<file path="config.mk">
export PLATFORM = sky130hd
export DESIGN_NAME = osc_scheduler
export DESIGN_NICKNAME = d
export VERILOG_FILES = /design/src/rtl/osc_scheduler.sv
export SDC_FILE = /design/constraint.sdc
export NUM_CORES = 1
export LEC_CHECK = 0
export BUFFER_PORTS_ARGS = -buffer_cell sky130_fd_sc_hd__buf_2
export CAP_MARGIN = 20
export CELL_PAD_IN_SITES_DETAIL_PLACEMENT = 1
export CELL_PAD_IN_SITES_GLOBAL_PLACEMENT = 1
export CORE_MARGIN = 2
export CORE_UTILIZATION = 25
export CTS_CLUSTER_SIZE = 25
export DETAILED_ROUTE_END_ITERATION = 16
export GPL_TIMING_DRIVEN = 1
export PLACE_DENSITY_LB_ADDON = 0.1
export SLEW_MARGIN = 20
export SYNTH_ARGS = -nofsm -noshare
export SYNTH_HDL_FRONTEND = slang
export SYNTH_SLANG_ARGS = --single-unit
</file>
<file path="constraint.sdc">
create_clock -name clk -period 10.1 [get_ports clk]
set_input_delay 1.515 -clock clk [delete_from_list [all_inputs] [get_ports clk]]
set_output_delay 1.515 -clock clk [all_outputs]
set_load 0.02 [all_outputs]
</file>
<file path="src/rtl/osc_scheduler.sv">
// osc_scheduler: one saturating rotation oscillator datapath time-shared across CHANNELS
// sine/cosine tone generators, serviced round-robin, with a valid/ready config port.
// Optional build macro OSC_SCHED_WRAP_CNT_EN adds out_wrap and a per-channel 16-bit
// wrap counter exposed as out_count.
module osc_scheduler #(
    parameter int unsigned BITS      = 20,
    parameter int unsigned CHANNELS  = 4,
    parameter int unsigned DEF_SHIFT = 5
) (
    input  logic                        clk,
    input  logic                        reset,
    input  logic                        cfg_valid,
    output logic                        cfg_ready,
    input  logic [$clog2(CHANNELS)-1:0] cfg_chan,
    input  logic [3:0]                  cfg_shift,
    input  logic                        cfg_enable,
    output logic                        out_valid,
    output logic [$clog2(CHANNELS)-1:0] out_chan,
    output logic signed [BITS-1:0]      out_sin,
    output logic signed [BITS-1:0]      out_cos
`ifdef OSC_SCHED_WRAP_CNT_EN
    ,
    output logic                        out_wrap,
    output logic [15:0]                 out_count
`endif
);

    localparam int unsigned CW        = $clog2(CHANNELS);
    localparam int unsigned MAX_SHIFT = (BITS - 2) / 2;
    localparam logic signed [BITS-1:0] MAX      = {1'b0, {(BITS-1){1'b1}}};
    localparam logic signed [BITS-1:0] NEG_MAX  = -MAX;
    localparam logic signed [BITS:0]   MAX_W    = {2'b00, {(BITS-1){1'b1}}};
    localparam logic signed [BITS:0]   NEG_MAX_W = -MAX_W;

    logic signed [BITS-1:0] x_q [CHANNELS];
    logic signed [BITS-1:0] x_d [CHANNELS];
    logic signed [BITS-1:0] y_q [CHANNELS];
    logic signed [BITS-1:0] y_d [CHANNELS];
    logic [3:0]             shift_q [CHANNELS];
    logic [3:0]             shift_d [CHANNELS];
    logic [CHANNELS-1:0]    en_q, en_d;
    logic [CW-1:0]          ptr_q, ptr_d;
    logic                   cfg_ready_q, cfg_ready_d;
    logic                   out_valid_q, out_valid_d;
    logic [CW-1:0]          out_chan_q, out_chan_d;
    logic signed [BITS-1:0] out_sin_q, out_sin_d;
    logic signed [BITS-1:0] out_cos_q, out_cos_d;
`ifdef OSC_SCHED_WRAP_CNT_EN
    logic [15:0]            cnt_q [CHANNELS];
    logic [15:0]            cnt_d [CHANNELS];
    logic                   out_wrap_q, out_wrap_d;
    logic [15:0]            out_count_q, out_count_d;
`endif

    logic                   found;
    logic [CW-1:0]          pick;
    logic [CW-1:0]          idx;
    logic [3:0]             s;
    logic [4:0]             s2;
    logic signed [BITS:0]   xw, yw, nx, ny;
    logic signed [BITS-1:0] rx, ry;
    logic [3:0]             shift_cl;
    logic                   accept;
    logic                   collide;

    // Round-robin pick: first enabled channel at or after ptr, using pre-write enables.
    always_comb begin
        found = 1'b0;
        pick  = ptr_q;
        idx   = ptr_q;
        for (int i = 0; i < CHANNELS; i++) begin
            idx = ptr_q + CW'(i);
            if (!found && en_q[idx]) begin
                found = 1'b1;
                pick  = idx;
            end
        end
    end

    // One rotation step of the picked channel in BITS+1 bits, then saturate in priority order.
    always_comb begin
        s  = shift_q[pick];
        s2 = {s, 1'b1};
        xw = {x_q[pick][BITS-1], x_q[pick]};
        yw = {y_q[pick][BITS-1], y_q[pick]};
        nx = xw + (yw >>> s) - (xw >>> s2);
        ny = yw - (xw >>> s) - (yw >>> s2);
        if (nx > MAX_W) begin
            rx = MAX;
            ry = '0;
        end else if (ny > MAX_W) begin
            rx = '0;
            ry = MAX;
        end else if (nx < NEG_MAX_W) begin
            rx = NEG_MAX;
            ry = '0;
        end else if (ny < NEG_MAX_W) begin
            rx = '0;
            ry = NEG_MAX;
        end else begin
            rx = nx[BITS-1:0];
            ry = ny[BITS-1:0];
        end
    end

    // Next state: write back the step, emit the sample, then apply any accepted config write.
    always_comb begin
        accept  = cfg_valid & cfg_ready_q;
        collide = accept && (cfg_chan == pick);
        if (cfg_shift == 4'd0) begin
            shift_cl = 4'd1;
        end else if (cfg_shift > 4'(MAX_SHIFT)) begin
            shift_cl = 4'(MAX_SHIFT);
        end else begin
            shift_cl = cfg_shift;
        end

        x_d         = x_q;
        y_d         = y_q;
        shift_d     = shift_q;
        en_d        = en_q;
        ptr_d       = ptr_q;
        out_valid_d = 1'b0;
        out_chan_d  = out_chan_q;
        out_sin_d   = out_sin_q;
        out_cos_d   = out_cos_q;
        cfg_ready_d = ~accept;
`ifdef OSC_SCHED_WRAP_CNT_EN
        cnt_d       = cnt_q;
        out_wrap_d  = 1'b0;
        out_count_d = out_count_q;
`endif

        if (found) begin
            ptr_d = pick + CW'(1);
            // A config write to the serviced channel wins; the step is dropped.
            if (!collide) begin
                x_d[pick]   = rx;
                y_d[pick]   = ry;
                out_valid_d = 1'b1;
                out_chan_d  = pick;
                out_sin_d   = rx;
                out_cos_d   = ry;
`ifdef OSC_SCHED_WRAP_CNT_EN
                if (x_q[pick][BITS-1] && !rx[BITS-1]) begin
                    cnt_d[pick] = cnt_q[pick] + 16'd1;
                    out_wrap_d  = 1'b1;
                end
                out_count_d = cnt_d[pick];
`endif
            end
        end

        if (accept) begin
            shift_d[cfg_chan] = shift_cl;
            en_d[cfg_chan]    = cfg_enable;
            // Only a fresh start reloads phase; a running channel keeps its phase.
            if (cfg_enable && !en_q[cfg_chan]) begin
                x_d[cfg_chan] = MAX;
                y_d[cfg_chan] = '0;
`ifdef OSC_SCHED_WRAP_CNT_EN
                cnt_d[cfg_chan] = '0;
`endif
            end
        end
    end

    // State registers with synchronous reset.
    always_ff @(posedge clk) begin
        if (reset) begin
            for (int i = 0; i < CHANNELS; i++) begin
                x_q[i]     <= MAX;
                y_q[i]     <= '0;
                shift_q[i] <= 4'(DEF_SHIFT);
`ifdef OSC_SCHED_WRAP_CNT_EN
                cnt_q[i]   <= '0;
`endif
            end
            en_q        <= '0;
            ptr_q       <= '0;
            cfg_ready_q <= 1'b0;
            out_valid_q <= 1'b0;
            out_chan_q  <= '0;
            out_sin_q   <= '0;
            out_cos_q   <= '0;
`ifdef OSC_SCHED_WRAP_CNT_EN
            out_wrap_q  <= 1'b0;
            out_count_q <= '0;
`endif
        end else begin
            x_q         <= x_d;
            y_q         <= y_d;
            shift_q     <= shift_d;
            en_q        <= en_d;
            ptr_q       <= ptr_d;
            cfg_ready_q <= cfg_ready_d;
            out_valid_q <= out_valid_d;
            out_chan_q  <= out_chan_d;
            out_sin_q   <= out_sin_d;
            out_cos_q   <= out_cos_d;
`ifdef OSC_SCHED_WRAP_CNT_EN
            cnt_q       <= cnt_d;
            out_wrap_q  <= out_wrap_d;
            out_count_q <= out_count_d;
`endif
        end
    end

    assign cfg_ready = cfg_ready_q;
    assign out_valid = out_valid_q;
    assign out_chan  = out_chan_q;
    assign out_sin   = out_sin_q;
    assign out_cos   = out_cos_q;
`ifdef OSC_SCHED_WRAP_CNT_EN
    assign out_wrap  = out_wrap_q;
    assign out_count = out_count_q;
`endif

endmodule

</file>
==> results.yml, run 1 <==
status:
  status: "finished clean"
floorplanning:
  chipHeight_um: 260
  core-area_um2: 64600
  die_w_um: 260
  start_util_pct: 25.3
  io_pins: 54
  num_rows: 93
  dieArea_um2: 67500
timing:
  finalCritPeriodShare_pct: 94.3
  clock-skew-final_ns: 0.0104
  fin_tns_setup_ns: 0
  timing.final.crit_period_ns: 9.52
  slew_violations: 0
  relSlewSlack_pct: 26.7
  hold_ws_ns: 0.457
  rsz0062_at_grt: "no"
  final_hold_viol_count: 0
  finalSetupViolCount: 0
  clock.fmax_ghz: 0.105
  worstMarginPinSlew_ns: 1.10
route:
  initialDrtViolationCount: 909
  wl_per_cell_um: 24.5
  drc: 0
  drt_wl_total_um: 71300
  ant_nets: 0
  via_count: 15900
  post_drt_via_cell_ratio: 5.45
  dr.pass1.iters: 5
setup_path:
  worstPathArrival_ns: 9.96
  critPathKind: "register to register"
  critical_path_required_ns: 10.53
  critPathLaunchType: "register"
  endpoint_kind: "register"
  cp_max_fo: 32
yosys:
  synth.avg_cell_area_um2: 7.97
  yosysTopAreaCell: "dfxtp_1"
  netlist_instances: 2053
  synth.ff_latch_count: 226
  ys_async_sr_fraction_pct: 0
  synthDistinctLibCells: 97
  synth_edf_count: 0
  synth_area_leaders: "dfxtp_1, mux2i_1, a21oi_1, nand2_1, nor2_1"
  yosysWarnings: 0
  synth_nets: 2148
  yosysTopAreaCellShare_pct: 27.7
  synthFlopType: "dfxtp_1"
  yosysSeqAreaShare_pct: 27.7
  synth_area_um2: 16400
global_route:
  antenna_found_initial: 0
  grt_pass1_vias: 16300
  grt-ovfl-total: 0
  grtUsageTotal_pct: 20.9
  grt_max_degree: 54
  grt_first_pass_wirelength_um: 108000
clock_tree:
  ctsHoldBuffers: 0
  path_clk_slew_ns: 0.07
  clock_latency_ns: 0.54
  root_buffer: "clkbuf_16"
  cts_tree: "built"
  clock_path_buffers: 3
  cts_buffers: 25
  clock-sinks: 226
  postCtsSetupRepairBufs: 0
  cts_resized: 0
  h-tree-depth: 1
hold_path:
  hold_class: "register to register"
flow_run:
  cap_violations: 0
final_layout:
  syn_to_final_growth_pct: 12.0
  fin_nets: 2141
  drive_gt1_share_pct: 11.2
  num_antenna_cells: 0
  post-route-util_pct: 28.4
place:
  gp_congestion: 0.816
  hpwl_um: 54100
  portBuffers: 53
synth_stat cells, types with 13 or more instances:
cell type / number
a211oi_1: 31
a21o_1: 28
a21oi_1: 216
a221o_1: 59
a31oi_1: 19
and2_1: 24
and3_1: 15
buf_1: 13
buf_2: 22
clkbuf_1: 88
dfxtp_1: 226
fa_1: 23
ha_1: 62
inv_1: 48
mux2_2: 27
mux2i_1: 143
nand2_1: 223
nand2b_1: 15
nand3_1: 37
nor2_1: 217
nor2b_1: 13
nor3_1: 50
nor4_1: 18
o211ai_1: 30
o21ai_0: 114
o21bai_1: 13
o22ai_1: 40
o31ai_1: 14
xnor2_1: 20
xor2_1: 20
stage by stage:
| stage | setup slack, ns | std cells | cell area (um^2) |
|---|---|---|---|
| 4_1_cts | 0.561 | 2915 | 18300 |
| 3_5_place_dp | 0.608 | 2874 | 17500 |
| 3_3_place_gp | 0.658 | 2873 | 17500 |
| 2_1_floorplan | 2.75 | 2053 | 16400 |
| 5_1_grt | 0.0433 | 2915 | 18300 |
| 6_report | 0.576 | 2915 | 18300 |
cell type report:
| type | count | area (um^2) |
|---|---|---|
| clock buffer | 38 | 734 |
| clock inverter | 3 | 43.8 |
| fill | 7742 | 46300 |
| inverter | 51 | 194 |
| multi-input combinational | 1630 | 11000 |
| sequential | 226 | 4520 |
| tap | 855 | 1070 |
| timing repair buffer | 112 | 749 |
logic make-up after synthesis:
group / synth area share [%]
fa+ha+maj: 7.62
mux: 10.7
flops: 27.7
simple gates: 19.0
buf+inv: 5.56
compound gates: 27.1
xor+xnor: 2.28
routing by layer:
metal / up-vias / GRT usage [%] / part of all wire (%)
li1: 7511 / - / -
met1: 8084 / 28.2 / 47
met2: 226 / 36.3 / 48
met3: 74 / 1.73 / 2.2
met4: 0 / 4.41 / 2.2
met5: - / 0 / 0
path summary, 6_finish.rpt:
check	startpoint	to	slack [ns]	depth (start not counted)
worst max-delay path	en_q[3]	y_q[57]	0.58	26
worst min-delay path	y_q[32]	y_q[32]	0.46	2
worst max register to register	en_q[3]	y_q[57]	0.58	26
worst min register to register	y_q[32]	y_q[32]	0.46	2
critical path: stages (launching register included):
cell and delay (ns):
dfxtp_1 0.48, and3b_1 0.22, or4_4 0.43, and2_1 0.48, inv_4 0.59, mux2i_1 0.27, mux2_2 0.45, inv_1 0.26
nand2_1 0.20, o211ai_1 0.12, o21ai_0 0.26, mux2i_1 0.22, o21ai_0 0.45, fa_1 0.51, ha_1 0.40, o21ai_0 0.11
nor2_1 0.35, o21ai_2 0.14, xnor2_1 0.16, buf_4 0.19, or4_1 0.52, nor4_1 0.48, or4b_1 0.52, nor3_2 0.21
nand4_2 0.29, and3_1 0.62, a221o_1 0.45
sequential cells by signal, indices dropped and copies added (netlist names):
register,cells
x_q,80
out_sin,20
shift_q,16
out_cos,20
out_chan,2
cfg_ready,1
en_q,4
ptr_q,2
y_q,80
out_valid,1
layout by cell type, fill, tap and decap left out, types with 27 or more instances in the layout:
master    instances
nand2_1         222
buf_2            53
nor2_1          217
o22ai_1          40
a221o_1          59
nor3_1           49
nand3_1          37
a21oi_1         216
inv_1            48
mux2i_1         141
dfxtp_1         226
a211oi_1         31
mux2_2           27
ha_1             62
o211ai_1         30
a21o_1           28
o21ai_0         114
buf_4            55
Power of run 1 is not shown: default switching activity piles up to over one toggle a cycle in this logic, so the estimate is an artifact.
==> run 2: changes to the inputs <==
Settings changed: HOLD_SLACK_MARGIN set to 0.02.
Clock period 10.1 ns to 7.8 ns, I/O delays scaled along.
==> run 2 against run 1 <==
Compared with the run above: routed wire length increased by 2.4%; clock skew rose by 0.0024 ns; sequential share of layout area down 2.0 points; global-route usage up 0.42 points; highest routed layer unchanged; die area is the same; utilization rose by 2.5 points; via count up 2.5%; critical endpoint is now y_q[49].
==> results.yml, run 2 (synthesized netlist as in run 1, its figures left out) <==
setup_path:
  crit_family: "simple AND/OR/NAND/NOR gates"
  worstPathArrival_ns: 7.93
  slowest_stage: "or4b_1"
  cpPeakStageDelay_ns: 0.53
  critical_path_required_ns: 8.23
  endpoint_kind: "register"
  critPathKind: "register to register"
  crit_top_cell: "mux2i_1"
  cp_max_fo: 18
  reg2reg_depth: 28
  path_depth: 28
  critPathLaunchType: "register"
  cp.buffers_inverters: 5
final_layout:
  largestRegisters: "x_q (80), y_q (80)"
  fin_area_um2: 19900
  most-common-layout-cells: "dfxtp_1, nand2_1, nor2_1, a21oi_1, buf_4"
  fill_cells: 7718
  syn_to_final_growth_pct: 21.9
  layout.cells.most_common: "dfxtp_1"
  num_antenna_cells: 0
  drive_gt1_share_pct: 18.5
  fin_nets: 2285
clock_tree:
  cts_tree: "built"
  path_clk_slew_ns: 0.07
  clock_path_buffers: 3
  root_buffer: "clkbuf_16"
  clock-sinks: 226
  ctsHoldBuffers: 0
  cts_buffers: 25
  h-tree-depth: 1
  clock_latency_ns: 0.55
route:
  via_count: 16300
  initialDrtViolationCount: 843
  drc: 0
  wl_per_cell_um: 23.8
  drt_wl_total_um: 73000
  post_drt_via_cell_ratio: 5.32
  dr.pass1.iters: 4
  ant_nets: 0
floorplanning:
  io_pins: 54
  dieArea_um2: 67500
  die_w_um: 260
  core-area_um2: 64600
  num_rows: 93
  chipHeight_um: 260
  start_util_pct: 25.3
timing:
  finalSetupViolCount: 0
  clock-skew-final_ns: 0.0128
  finalCritPeriodShare_pct: 96.2
  relSlewSlack_pct: 30.2
  clock.fmax_ghz: 0.133
  final_hold_viol_count: 0
  rsz0062_at_grt: "no"
  slew_violations: 0
  timing.final.crit_period_ns: 7.50
  worstMarginPinSlew_ns: 1.04
global_route:
  antenna_found_initial: 0
  grt-ovfl-total: 0
  grtUsageTotal_pct: 21.4
  grt_max_degree: 49
  grt_first_pass_wirelength_um: 111000
  grt_pass1_vias: 17100
place:
  portBuffers: 53
  dpl-instance-area_um2: 18800
  hpwl_um: 57100
  gp_congestion: 0.871
hold_path:
  hold_class: "register to register"
  whs_path_depth: 2
status:
  status: "finished clean"
flow_run:
  cap_violations: 0
-- run 2: cell types whose count changed in the layout (fill, tap and decap cells not counted), moves of 6 or more --
cell     before  now
buf_4        55  178
buf_12        3   25
o21ai_0     114   99
o21ai_1       2   15
mux2i_1     141  133
a21oi_1     216  209
mux2i_2       0    7
a21oi_2       0    6
-- run 2: area by class of cell --
class / count / area, um^2 / share of cell area [%]
Timing Repair Buffer: 256 / 2100 / 10.5
Multi-Input combinational cell: 1630 / 11200 / 56.0
Clock inverter: 12 / 204 / 1.02
Inverter: 51 / 199 / 0.998
Clock buffer: 34 / 679 / 3.41
Sequential cell: 226 / 4520 / 22.7
Tap cell: 855 / 1070 / 5.37
-- run 2: worst register-to-register path, delay by kind of cell, from the launching register on --
family                   cells  cell delay (ns)
AND/OR/NAND/NOR             10             2.56
multiplexers                 5             1.50
adder cells (fa/ha/maj)      2             0.63
AO/OA/AOI/OAI                5             1.37
flip-flops                   1             0.37
buffers and inverters        5             0.82
XOR/XNOR                     1             0.15
-- run 2: timing repair --
action,4_1_cts,5_1_grt
buffers inserted,3,7
resized for setup,13,47
pin swaps,1,4
setup endpoints to repair,196,200
-- run 2: worst paths after layout --
path | start | endpoint | slack [ns]
hold / removal | out_chan[1] | out_chan[1] | 0.45
hold reg to reg | out_chan[1] | out_chan[1] | 0.45
setup / recovery | en_q[3] | y_q[49] | 0.30
setup reg to reg | en_q[3] | y_q[49] | 0.30
-- run 2: per-layer routing --
layer  vias up  GRT usage (%)  part of all wire [%]
li1       7806              -                     -
met1      8198           28.9                    48
met2       238           38.0                    49
met3        54           1.56                   2.1
met4         0           2.71                   1.1
met5         -              0                     0
-- run 2: per-stage QoR --
stage | util [%] | worst slack (ns) | hold slack [ns] | std cells | setup TNS [ns]
floorplan | - | 0.445 | 0.424 | 2053 | 0
global placement | 29.0 | -0.305 | 0.439 | 3008 | -26.44
detailed placement | 29.1 | -0.374 | 0.447 | 3008 | -38.38
CTS | 30.5 | 0.0118 | 0.456 | 3057 | 0
global route | 30.9 | 0.00835 | 0.475 | 3064 | 0
finish | 30.9 | 0.300 | 0.453 | 3064 | 0
Power of run 2 is left out for the same reason.
==> run 3: changes to the inputs <==
Settings changed: CTS_CLUSTER_DIAMETER set to 120, PLACE_DENSITY_LB_ADDON 0.1 to 0.25.
==> run 3 against run 2 <==
Compared with the run above: utilization is 1.7 points lower; setup slack better by 0.015 ns; cell area is 5.6% lower; highest routed layer unchanged; sequential share of layout area is 1.3 points higher; register-to-register slack hardly changed; critical path depth is 1 lower; worst hold slack better by 0.0096 ns; critical endpoint is now out_sin[13]; maximum frequency is 0.20% higher; global-route usage is 1.9 points lower; clock-buffer cell count is 20 lower; critical path type unchanged.
==> results.yml, run 3 (synthesized netlist as in run 1, its figures left out) <==
floorplanning:
  io_pins: 54
  dieArea_um2: 67500
  num_rows: 93
  die_w_um: 260
  core-area_um2: 64600
  chipHeight_um: 260
  start_util_pct: 25.3
route:
  ant_nets: 0
  initialDrtViolationCount: 1099
  wl_per_cell_um: 23.0
  drc: 0
  drt_wl_total_um: 68200
  dr.pass1.iters: 5
  via_count: 16200
  post_drt_via_cell_ratio: 5.44
timing:
  worstMarginPinSlew_ns: 1.11
  timing.final.crit_period_ns: 7.49
  slew_violations: 0
  final_hold_viol_count: 0
  clock-skew-final_ns: 0.0327
  clock.fmax_ghz: 0.134
  finalSetupViolCount: 0
  finalCritPeriodShare_pct: 96.0
  relSlewSlack_pct: 26.0
clock_tree:
  root_buffer: "clkbuf_16"
  clock_latency_ns: 0.50
  path_clk_slew_ns: 0.11
  clock-sinks: 226
  clock_path_buffers: 3
  h-tree-depth: 1
  cts_buffers: 13
  ctsHoldBuffers: 0
  cts_tree: "built"
global_route:
  grt_max_degree: 69
  grtUsageTotal_pct: 19.5
  grt_first_pass_wirelength_um: 102000
  antenna_found_initial: 1
  grt_pass1_vias: 16300
  grt-ovfl-total: 0
final_layout:
  multiInputGateArea_um2: 11200
  fill_cells: 7749
  largestRegisters: "x_q (80), y_q (80)"
  drive_gt1_share_pct: 14.8
  syn_to_final_growth_pct: 15.1
  seqCellArea_um2: 4530
  fin_nets: 2209
  most-common-layout-cells: "dfxtp_1, nand2_1, nor2_1, a21oi_1, mux2i_1"
  fin_area_um2: 18800
  layout.cells.most_common: "dfxtp_1"
  fin_cells: 2970
place:
  hpwl_um: 51700
  portBuffers: 53
  gp_congestion: 0.875
  dpl-instance-area_um2: 18200
  dpl.cell_count: 2947
setup_path:
  worstPathArrival_ns: 7.84
  critical_path_required_ns: 8.15
  endpoint_kind: "register"
  cp_max_fo: 21
  critPathLaunchType: "register"
  critPathKind: "register to register"
hold_path:
  hold_class: "register to register"
flow_run:
  cap_violations: 0
status:
  status: "finished clean"
run 3: cell count changes in the layout (fill, tap and decap cells not counted), sizes merged, moves of 2 or more:
cell,before,now
clkbuf,34,14
clkinvlp,2,0
inv,52,49
buf,256,190
bufinv,5,0
run 3: repair_timing:
action | CTS | global route
endpoints found under the setup margin | 190 | 200
buffers inserted | 0 | 5
pin swaps | 1 | 4
gates cloned | 0 | 2
endpoints found under the hold margin | 0 | 0
gates resized for setup | 11 | 35
run 3: metrics by stage:
| step | utilization [%] | hold slack [ns] | setup TNS [ns] | worst slack, ns |
|---|---|---|---|---|
| after global routing | 29.1 | 0.498 | -0.270 | -0.0324 |
| after detailed placement | 28.2 | 0.444 | -31.62 | -0.504 |
| after floorplan | - | 0.424 | 0 | 0.445 |
| after global placement | 28.2 | 0.435 | -6.89 | -0.263 |
| after CTS | 28.9 | 0.464 | 0 | 0.00231 |
| final | 29.2 | 0.462 | 0 | 0.314 |
run 3: cell type report:
type                    count  share of cell area (%)
clock buffers              14                    1.75
well taps                 855                    5.68
inverters                  51                    1.04
repair buffers            190                    8.01
clock inverters             1                   0.160
flip-flops and latches    226                    24.0
diodes                      1                  0.0133
multi-input cells        1632                    59.3
run 3: worst max-delay path, cell delays in order, from the launching register on:
cell,delay [ns]
dfxtp_1,0.39
nor2b_1,0.16
or4_4,0.52
and2_4,0.22
clkinv_4,0.14
buf_12,0.21
mux2i_1,0.11
mux2i_1,0.64
buf_4,0.26
nand2_1,0.06
o211ai_1,0.10
o21ai_0,0.14
a211oi_1,0.30
a21o_1,0.19
fa_1,0.45
ha_1,0.32
a211oi_1,0.08
o211ai_1,0.45
nand2_1,0.10
o311ai_1,0.63
nand4b_1,0.30
nor4_2,0.23
buf_4,0.17
a21o_1,0.13
nand2_1,0.22
a221oi_4,0.47
buf_6,0.22
nor4_1,0.06
run 3: per-layer routing:
metal	GRT usage (%)	vias to the layer above	part of all wire (%)
li1	-	7647	-
met3	1.88	69	3.4
met2	32.6	324	48
met4	4.61	0	2.2
met5	0	-	0
met1	26.9	8131	47
run 3: path summary, 6_finish.rpt:
| check | start | endpoint | slack, ns | cells after the start |
|---|---|---|---|---|
| worst max-delay path | en_q[0] | out_sin[13] | 0.31 | 27 |
| worst min-delay path | out_chan[1] | out_chan[1] | 0.46 | 2 |
| worst max register to register | en_q[0] | out_sin[13] | 0.31 | 27 |
| worst min register to register | out_chan[1] | out_chan[1] | 0.46 | 2 |
Power of run 3 is left out for the same reason.
